`config.mk`:
```
export PLATFORM = sky130hd
export DESIGN_NAME = emmc_cmd_xfer
export DESIGN_NICKNAME = d
export VERILOG_FILES = /design/src/rtl/emmc_cmd_xfer.sv
export SDC_FILE = /design/constraint.sdc
export NUM_CORES = 1
export LEC_CHECK = 0
export ABC_CLOCK_PERIOD_IN_PS = 4980
export BUFFER_PORTS_ARGS = -buffer_cell sky130_fd_sc_hd__buf_2
export CAP_MARGIN = 20
export CORE_ASPECT_RATIO = 1.25
export CORE_MARGIN = 2
export CORE_UTILIZATION = 35
export CTS_CLUSTER_SIZE = 20
export DETAILED_ROUTE_END_ITERATION = 10
export HOLD_SLACK_MARGIN = 0.15
export PLACE_DENSITY_LB_ADDON = 0.25
export SLEW_MARGIN = 10
export SYNTH_ARGS = -nofsm -noshare
export SYNTH_HDL_FRONTEND = slang
export SYNTH_SLANG_ARGS = --single-unit
```
`constraint.sdc`:
```
create_clock -name clk -period 4.98 [get_ports clk]
set_input_delay 0.249 -clock clk [delete_from_list [all_inputs] [get_ports clk]]
set_output_delay 0.249 -clock clk [all_outputs]
set_load 0.03 [all_outputs]
```
`src/rtl/emmc_cmd_xfer.sv`:
```
// rtl/emmc_cmd_xfer.sv - eMMC CMD-line engine: frames a command with CRC7, collects and checks the response
module emmc_cmd_xfer #(
    parameter int unsigned NCR_MAX = 64,
    parameter int unsigned NCC_MIN = 8
) (
    input  logic         clk,
    input  logic         rst_n,
    input  logic         cmd_valid_i,
    output logic         cmd_ready_o,
    input  logic [37:0]  cmd_info_i,
    input  logic [1:0]   resp_type_i,
    output logic         cmd_o,
    output logic         cmd_oe_o,
    input  logic         cmd_i,
    output logic         resp_valid_o,
    output logic [127:0] resp_o,
    output logic [5:0]   resp_idx_o,
    output logic         crc_err_o,
    output logic         timeout_o,
    output logic         busy_o
);

    localparam int NCR_W = $clog2(NCR_MAX + 2);
    localparam logic [NCR_W-1:0] NCR_LAST = NCR_W'(NCR_MAX);
    localparam logic [7:0] NCC_LAST = 8'(NCC_MIN);

    typedef enum logic [2:0] {IDLE, TX, NCR_WAIT, RX, NCC} state_t;

    // Leading zeros leave a zero-initialised CRC untouched, so shorter fields are zero-extended.
    function automatic logic [6:0] crc7(input logic [119:0] data);
        logic [6:0] c;
        logic       fb;
        c = '0;
        for (int i = 119; i >= 0; i--) begin
            fb = data[i] ^ c[6];
            c  = {c[5:0], 1'b0} ^ (fb ? 7'h09 : 7'h00);
        end
        return c;
    endfunction

    state_t             state, state_n;
    logic [1:0]         rtype, rtype_n;
    logic [7:0]         bit_cnt, bit_cnt_n, bit_cnt_inc, rx_len;
    logic [NCR_W-1:0]   ncr_cnt, ncr_cnt_n;
    logic [135:0]       sr, sr_n, rx_next;
    logic [47:0]        frame;
    logic               cmd_n, oe_n, ready_n, resp_valid_n, crc_err_n, timeout_n;
    logic [127:0]       resp_n;
    logic [5:0]         idx_n;
    logic               r1_crc_bad, r2_crc_bad;

    assign frame       = {2'b01, cmd_info_i, crc7({80'b0, 2'b01, cmd_info_i}), 1'b1};
    assign rx_next     = {sr[134:0], cmd_i};
    assign bit_cnt_inc = bit_cnt + 8'd1;
    assign rx_len      = (rtype == 2'd2) ? 8'd136 : 8'd48;
    assign r1_crc_bad  = crc7({80'b0, rx_next[47:8]}) != rx_next[7:1];
    assign r2_crc_bad  = crc7(rx_next[127:8]) != rx_next[7:1];

    always_comb begin
        state_n      = state;
        rtype_n      = rtype;
        bit_cnt_n    = bit_cnt;
        ncr_cnt_n    = ncr_cnt;
        sr_n         = sr;
        cmd_n        = cmd_o;
        oe_n         = cmd_oe_o;
        resp_valid_n = 1'b0;
        resp_n       = resp_o;
        idx_n        = resp_idx_o;
        crc_err_n    = crc_err_o;
        timeout_n    = timeout_o;
        case (state)
            IDLE: begin
                if (cmd_valid_i && cmd_ready_o) begin
                    state_n   = TX;
                    rtype_n   = resp_type_i;
                    sr_n      = {frame[46:0], 89'b0};
                    cmd_n     = frame[47];
                    oe_n      = 1'b1;
                    bit_cnt_n = 8'd1;
                    resp_n    = '0;
                    idx_n     = '0;
                    crc_err_n = 1'b0;
                    timeout_n = 1'b0;
                end
            end
            TX: begin
                if (bit_cnt == 8'd48) begin
                    cmd_n = 1'b1;
                    if (rtype == 2'd0) begin
                        state_n   = NCC;
                        bit_cnt_n = 8'd1;
                    end else begin
                        state_n   = NCR_WAIT;
                        oe_n      = 1'b0;
                        ncr_cnt_n = '0;
                    end
                end else begin
                    cmd_n     = sr[135];
                    sr_n      = {sr[134:0], 1'b0};
                    bit_cnt_n = bit_cnt_inc;
                end
            end
            NCR_WAIT: begin
                // The first cycle after the end bit is turnaround and is never sampled.
                if (ncr_cnt != '0 && !cmd_i) begin
                    state_n   = RX;
                    bit_cnt_n = 8'd1;
                    sr_n      = '0;
                end else if (ncr_cnt == NCR_LAST) begin
                    state_n   = NCC;
                    timeout_n = 1'b1;
                    bit_cnt_n = 8'd1;
                    oe_n      = 1'b1;
                    cmd_n     = 1'b1;
                end else begin
                    ncr_cnt_n = ncr_cnt + 1'b1;
                end
            end
            RX: begin
                sr_n      = rx_next;
                bit_cnt_n = bit_cnt_inc;
                if (bit_cnt_inc == rx_len) begin
                    state_n   = NCC;
                    bit_cnt_n = 8'd1;
                    oe_n      = 1'b1;
                    cmd_n     = 1'b1;
                    if (rtype == 2'd2) begin
                        resp_n    = rx_next[127:0];
                        idx_n     = 6'h3F;
                        crc_err_n = r2_crc_bad || !rx_next[0];
                    end else begin
                        resp_n    = {96'b0, rx_next[39:8]};
                        idx_n     = (rtype == 2'd1) ? rx_next[45:40] : 6'h3F;
                        crc_err_n = !rx_next[0] || (rtype == 2'd1 && r1_crc_bad);
                    end
                end
            end
            NCC: begin
                if (bit_cnt == NCC_LAST) begin
                    state_n = IDLE;
                    oe_n    = 1'b0;
                end else begin
                    bit_cnt_n    = bit_cnt_inc;
                    resp_valid_n = (bit_cnt == NCC_LAST - 8'd1);
                end
            end
            default: state_n = IDLE;
        endcase
        ready_n = (state_n == IDLE);
    end

    always_ff @(posedge clk or negedge rst_n) begin
        if (!rst_n) begin
            state        <= IDLE;
            rtype        <= '0;
            bit_cnt      <= '0;
            ncr_cnt      <= '0;
            sr           <= '0;
            cmd_o        <= 1'b1;
            cmd_oe_o     <= 1'b0;
            cmd_ready_o  <= 1'b1;
            busy_o       <= 1'b0;
            resp_valid_o <= 1'b0;
            resp_o       <= '0;
            resp_idx_o   <= '0;
            crc_err_o    <= 1'b0;
            timeout_o    <= 1'b0;
        end else begin
            state        <= state_n;
            rtype        <= rtype_n;
            bit_cnt      <= bit_cnt_n;
            ncr_cnt      <= ncr_cnt_n;
            sr           <= sr_n;
            cmd_o        <= cmd_n;
            cmd_oe_o     <= oe_n;
            cmd_ready_o  <= ready_n;
            busy_o       <= !ready_n;
            resp_valid_o <= resp_valid_n;
            resp_o       <= resp_n;
            resp_idx_o   <= idx_n;
            crc_err_o    <= crc_err_n;
            timeout_o    <= timeout_n;
        end
    end

endmodule

```
==> run_results.csv <==
group,metric,value,unit
status,status,"complete, no violations",
critical_path,cp_max_fo,6,
routing,drc_errors,0,
finish,n_antenna_cell,0,
floorplan,initial_core_util,0.3552,
routing,vias,12840,
global_routing,grt_pass1_vias,12870,
routing,drtIter0Drc,684,
sta,setup_viol,0,
routing,via_per_inst,4.857,
place,post-dp-hpwl,33190,um
global_routing,grt_pass1_wl,73860,um
floorplan,die_area,0.05082,mm2
critical_path,r2r_setup_slack,0.10,ns
critical_path,crit_slowest_cell,"dfrtp_2",
sta,tightest_slew,0.9904,ns
clock_tree,h-tree-depth,2,
sta,timing.final.crit_period,4.875,ns
min_path,hold_path.class,"primary input to flip-flop",
floorplan,core,0.04831,mm2
critical_path,critical-path-max-stage-delay,0.47,ns
synth,ys_seq_area_frac,0.4333,
sta,maxSlewHeadroom,0.3397,
floorplan,fp.dieH,251.5,um
global_routing,grt_overflow_total,0,
finish,fin_nets,2028,
synth,synth.distinct_cells,52,
clock_tree,clk_latency,0.53,ns
sta,finalCritPeriodShare,0.9789,
synth,yosys_warnings,0,
synth,synth_edf_count,0,
critical_path,cp_cell_sequence,"xnor2_2 > buf_4 > xnor2_1 > xor3_2 > xnor3_2 > xor3_2 > xnor2_2 > xnor3_2 > xnor3_1 > xor2_2 > buf_4 > xnor2_1 > or2_2 > mux2i_1 > a31oi_1 > a2bb2oi_1",
synth,yosysTopAreaCellShare,0.4302,
clock_tree,cts_sinks,297,
floorplan,ioPinCount,185,
clock_tree,cts.path.max_buffers,3,
min_path,hp-start,"cmd_info_i[37]",
global_routing,antenna_found_initial,0,
critical_path,critical_path.startpoint,"sr[124]",
critical_path,worst_setup_path_start_kind,"flip-flop",
clock_tree,clkTransAtPathRegs,0.07,ns
run,max_cap_viol_count,0,
sta,tns,0,ns
synth,synthArstFlopShare,1.000,
critical_path,crit_arrival,5.26,ns
critical_path,reg2reg_to,"crc_err_o",
critical_path,crit_required,5.36,ns
synth,synth.area.top_cells,"dfrtp_1 43%, xnor2_1 11%, nand2_1 10%, o21ai_0 7.5%, xnor3_1 6.6%",
sta,report.final.slew_viol_count,0,
critical_path,path_class,"flip-flop to flip-flop",
finish,area.growth.synth_to_final,21.33,%
floorplan,die_w,202.0,um
critical_path,worst-r2r-cell-count,16,
synth,synthesis.area,0.01716,mm2
synth,syn_nets,1830,
sta,finalHoldViolCount,0,
global_routing,grt_usage,0.1829,
synth,yosys.area.top_type,"dfrtp_1",
clock_tree,root_buffer,"clkbuf_16",
clock_tree,cts_tree,"yes",
routing,ant_nets,0,
clock_tree,cts_buffers,34,
finish,drive_gt1_frac,0.1945,
min_path,hold_depth,3,
synth,ys_ff_latch,297,
floorplan,fp-row-count,90,
sta,clock_skew,0.01612,ns
routing,wl_per_cell,17.76,um
synth,synthFlopType,"dfrtp_1",
place,gp_congestion,0.8355,
critical_path,end_kind,"flip-flop",
min_path,whs_endpoint,"sr[134]",
routing,drt_wl_total,46960,um
routing,drt_first_pass_iters,5,
synth,synthCells,1782,
sta,rsz0062_at_grt,"true",
place,port-buffer-count,184,
global_routing,grt_max_degree,159,
critical_path,r2r_start,"sr[124]",
sta,max_freq,205.1,MHz
synth,avgSynthCellArea,9.628,um2
==> per-stage QoR <==
step	cell area, um2	setup WS (ns)	cells	hold WS [ns]	utilization
after floorplan	17160	0.09496	1782	-0.04659	-
after global placement	18820	0.03371	2523	0.2617	0.3896
after detailed placement	18820	-0.04947	2523	0.2673	0.3896
after CTS	20400	0.003297	2618	0.1574	0.4222
after global routing	20820	-0.06134	2644	0.1892	0.4309
final	20820	0.1050	2644	0.1605	0.4309
==> how the worst max path moves through the flow <==
| stage | end | slack, ns | cells past startpoint |
|---|---|---|---|
| after floorplan | crc_err_o | 0.09 | 14 |
| after global routing | crc_err_o | -0.06 | 17 |
| after CTS | crc_err_o | 0.003 | 14 |
| after global placement | crc_err_o | 0.03 | 16 |
| final | crc_err_o | 0.10 | 16 |
| after detailed placement | crc_err_o | -0.05 | 16 |
==> layout make-up <==
class                      instances  area, um2
clock buffer                      49       1011
timing repair buffer             295       1939
inverter                          12      45.04
fill                            4698      27490
sequential                       297       7441
multi-input combinational       1340       9437
tap                              644      805.8
clock inverter                     7      138.9
==> worst max-delay path, delay by kind of cell, from the launching register on <==
kind / cells / cell delay, ns
XOR/XNOR: 10 / 3.24
flip-flops: 1 / 0.47
AND/OR/NAND/NOR: 1 / 0.27
AO/OA/AOI/OAI: 2 / 0.27
buffers and inverters: 2 / 0.31
multiplexers: 1 / 0.15
==> synth_stat cells, drive strengths merged, types with 12 or more instances <==
cell	number
nor2	24
xnor2	220
a22oi	45
mux2i	34
xor2	75
o31ai	37
clkbuf	128
xnor3	67
dfrtp	295
nand2	479
inv	12
o21ai	256
==> placed cells by master (no fill, tap or decap), types with 9 or more instances in the layout <==
cell	count
nand2_1	479
dfrtp_1	290
nor2_1	23
o21ai_0	256
a22oi_1	45
xnor2_2	18
xnor2_1	199
buf_2	183
a21oi_1	11
inv_1	12
dlygate4sd3_1	39
mux2i_1	34
xnor3_1	39
clkbuf_16	37
nand3_1	9
xor2_1	68
buf_4	63
xnor3_2	25
o31ai_1	37
==> layer usage <==
| metal | share of wire | up-vias | global-route usage |
|---|---|---|---|
| met5 | 0 | - | 0 |
| met4 | 0.029 | 0 | 0.06176 |
| met3 | 0.036 | 80 | 0.02506 |
| met2 | 0.52 | 241 | 0.3260 |
| met1 | 0.42 | 6206 | 0.2270 |
| li1 | - | 6315 | - |
==> kinds of logic after synthesis <==
family	synth area share
compound gates	0.1226
xor+xnor	0.2581
fa+ha+maj	0.002917
buf+inv	0.03187
flops	0.4333
mux	0.02115
simple gates	0.1301
==> sequential cells by signal (all words and copies together), names as in the netlist <==
| name | flops |
|---|---|
| cmd_ready_o | 1 |
| cmd_o | 1 |
| timeout_o | 1 |
| crc_err_o | 1 |
| rtype | 2 |
| resp_o | 128 |
| busy_o | 1 |
| cmd_oe_o | 1 |
| ncr_cnt | 7 |
| bit_cnt | 8 |
| resp_idx_o | 6 |
| sr | 136 |
| resp_valid_o | 1 |
| state | 3 |
==> timing repair <==
action / 4_1_cts / 5_1_grt
setup buffers: 0 / 26
endpoints found under the setup margin: 1 / 1
pin swaps: 0 / 47
hold buffers: 39 / 0
hold endpoints to repair: 104 / 0
gates resized for setup: 8 / 45
gates cloned: 0 / 0
Power is left out: the tool's default activity adds up to more than one toggle a clock period on the data nets, which glitch-free logic cannot reach.
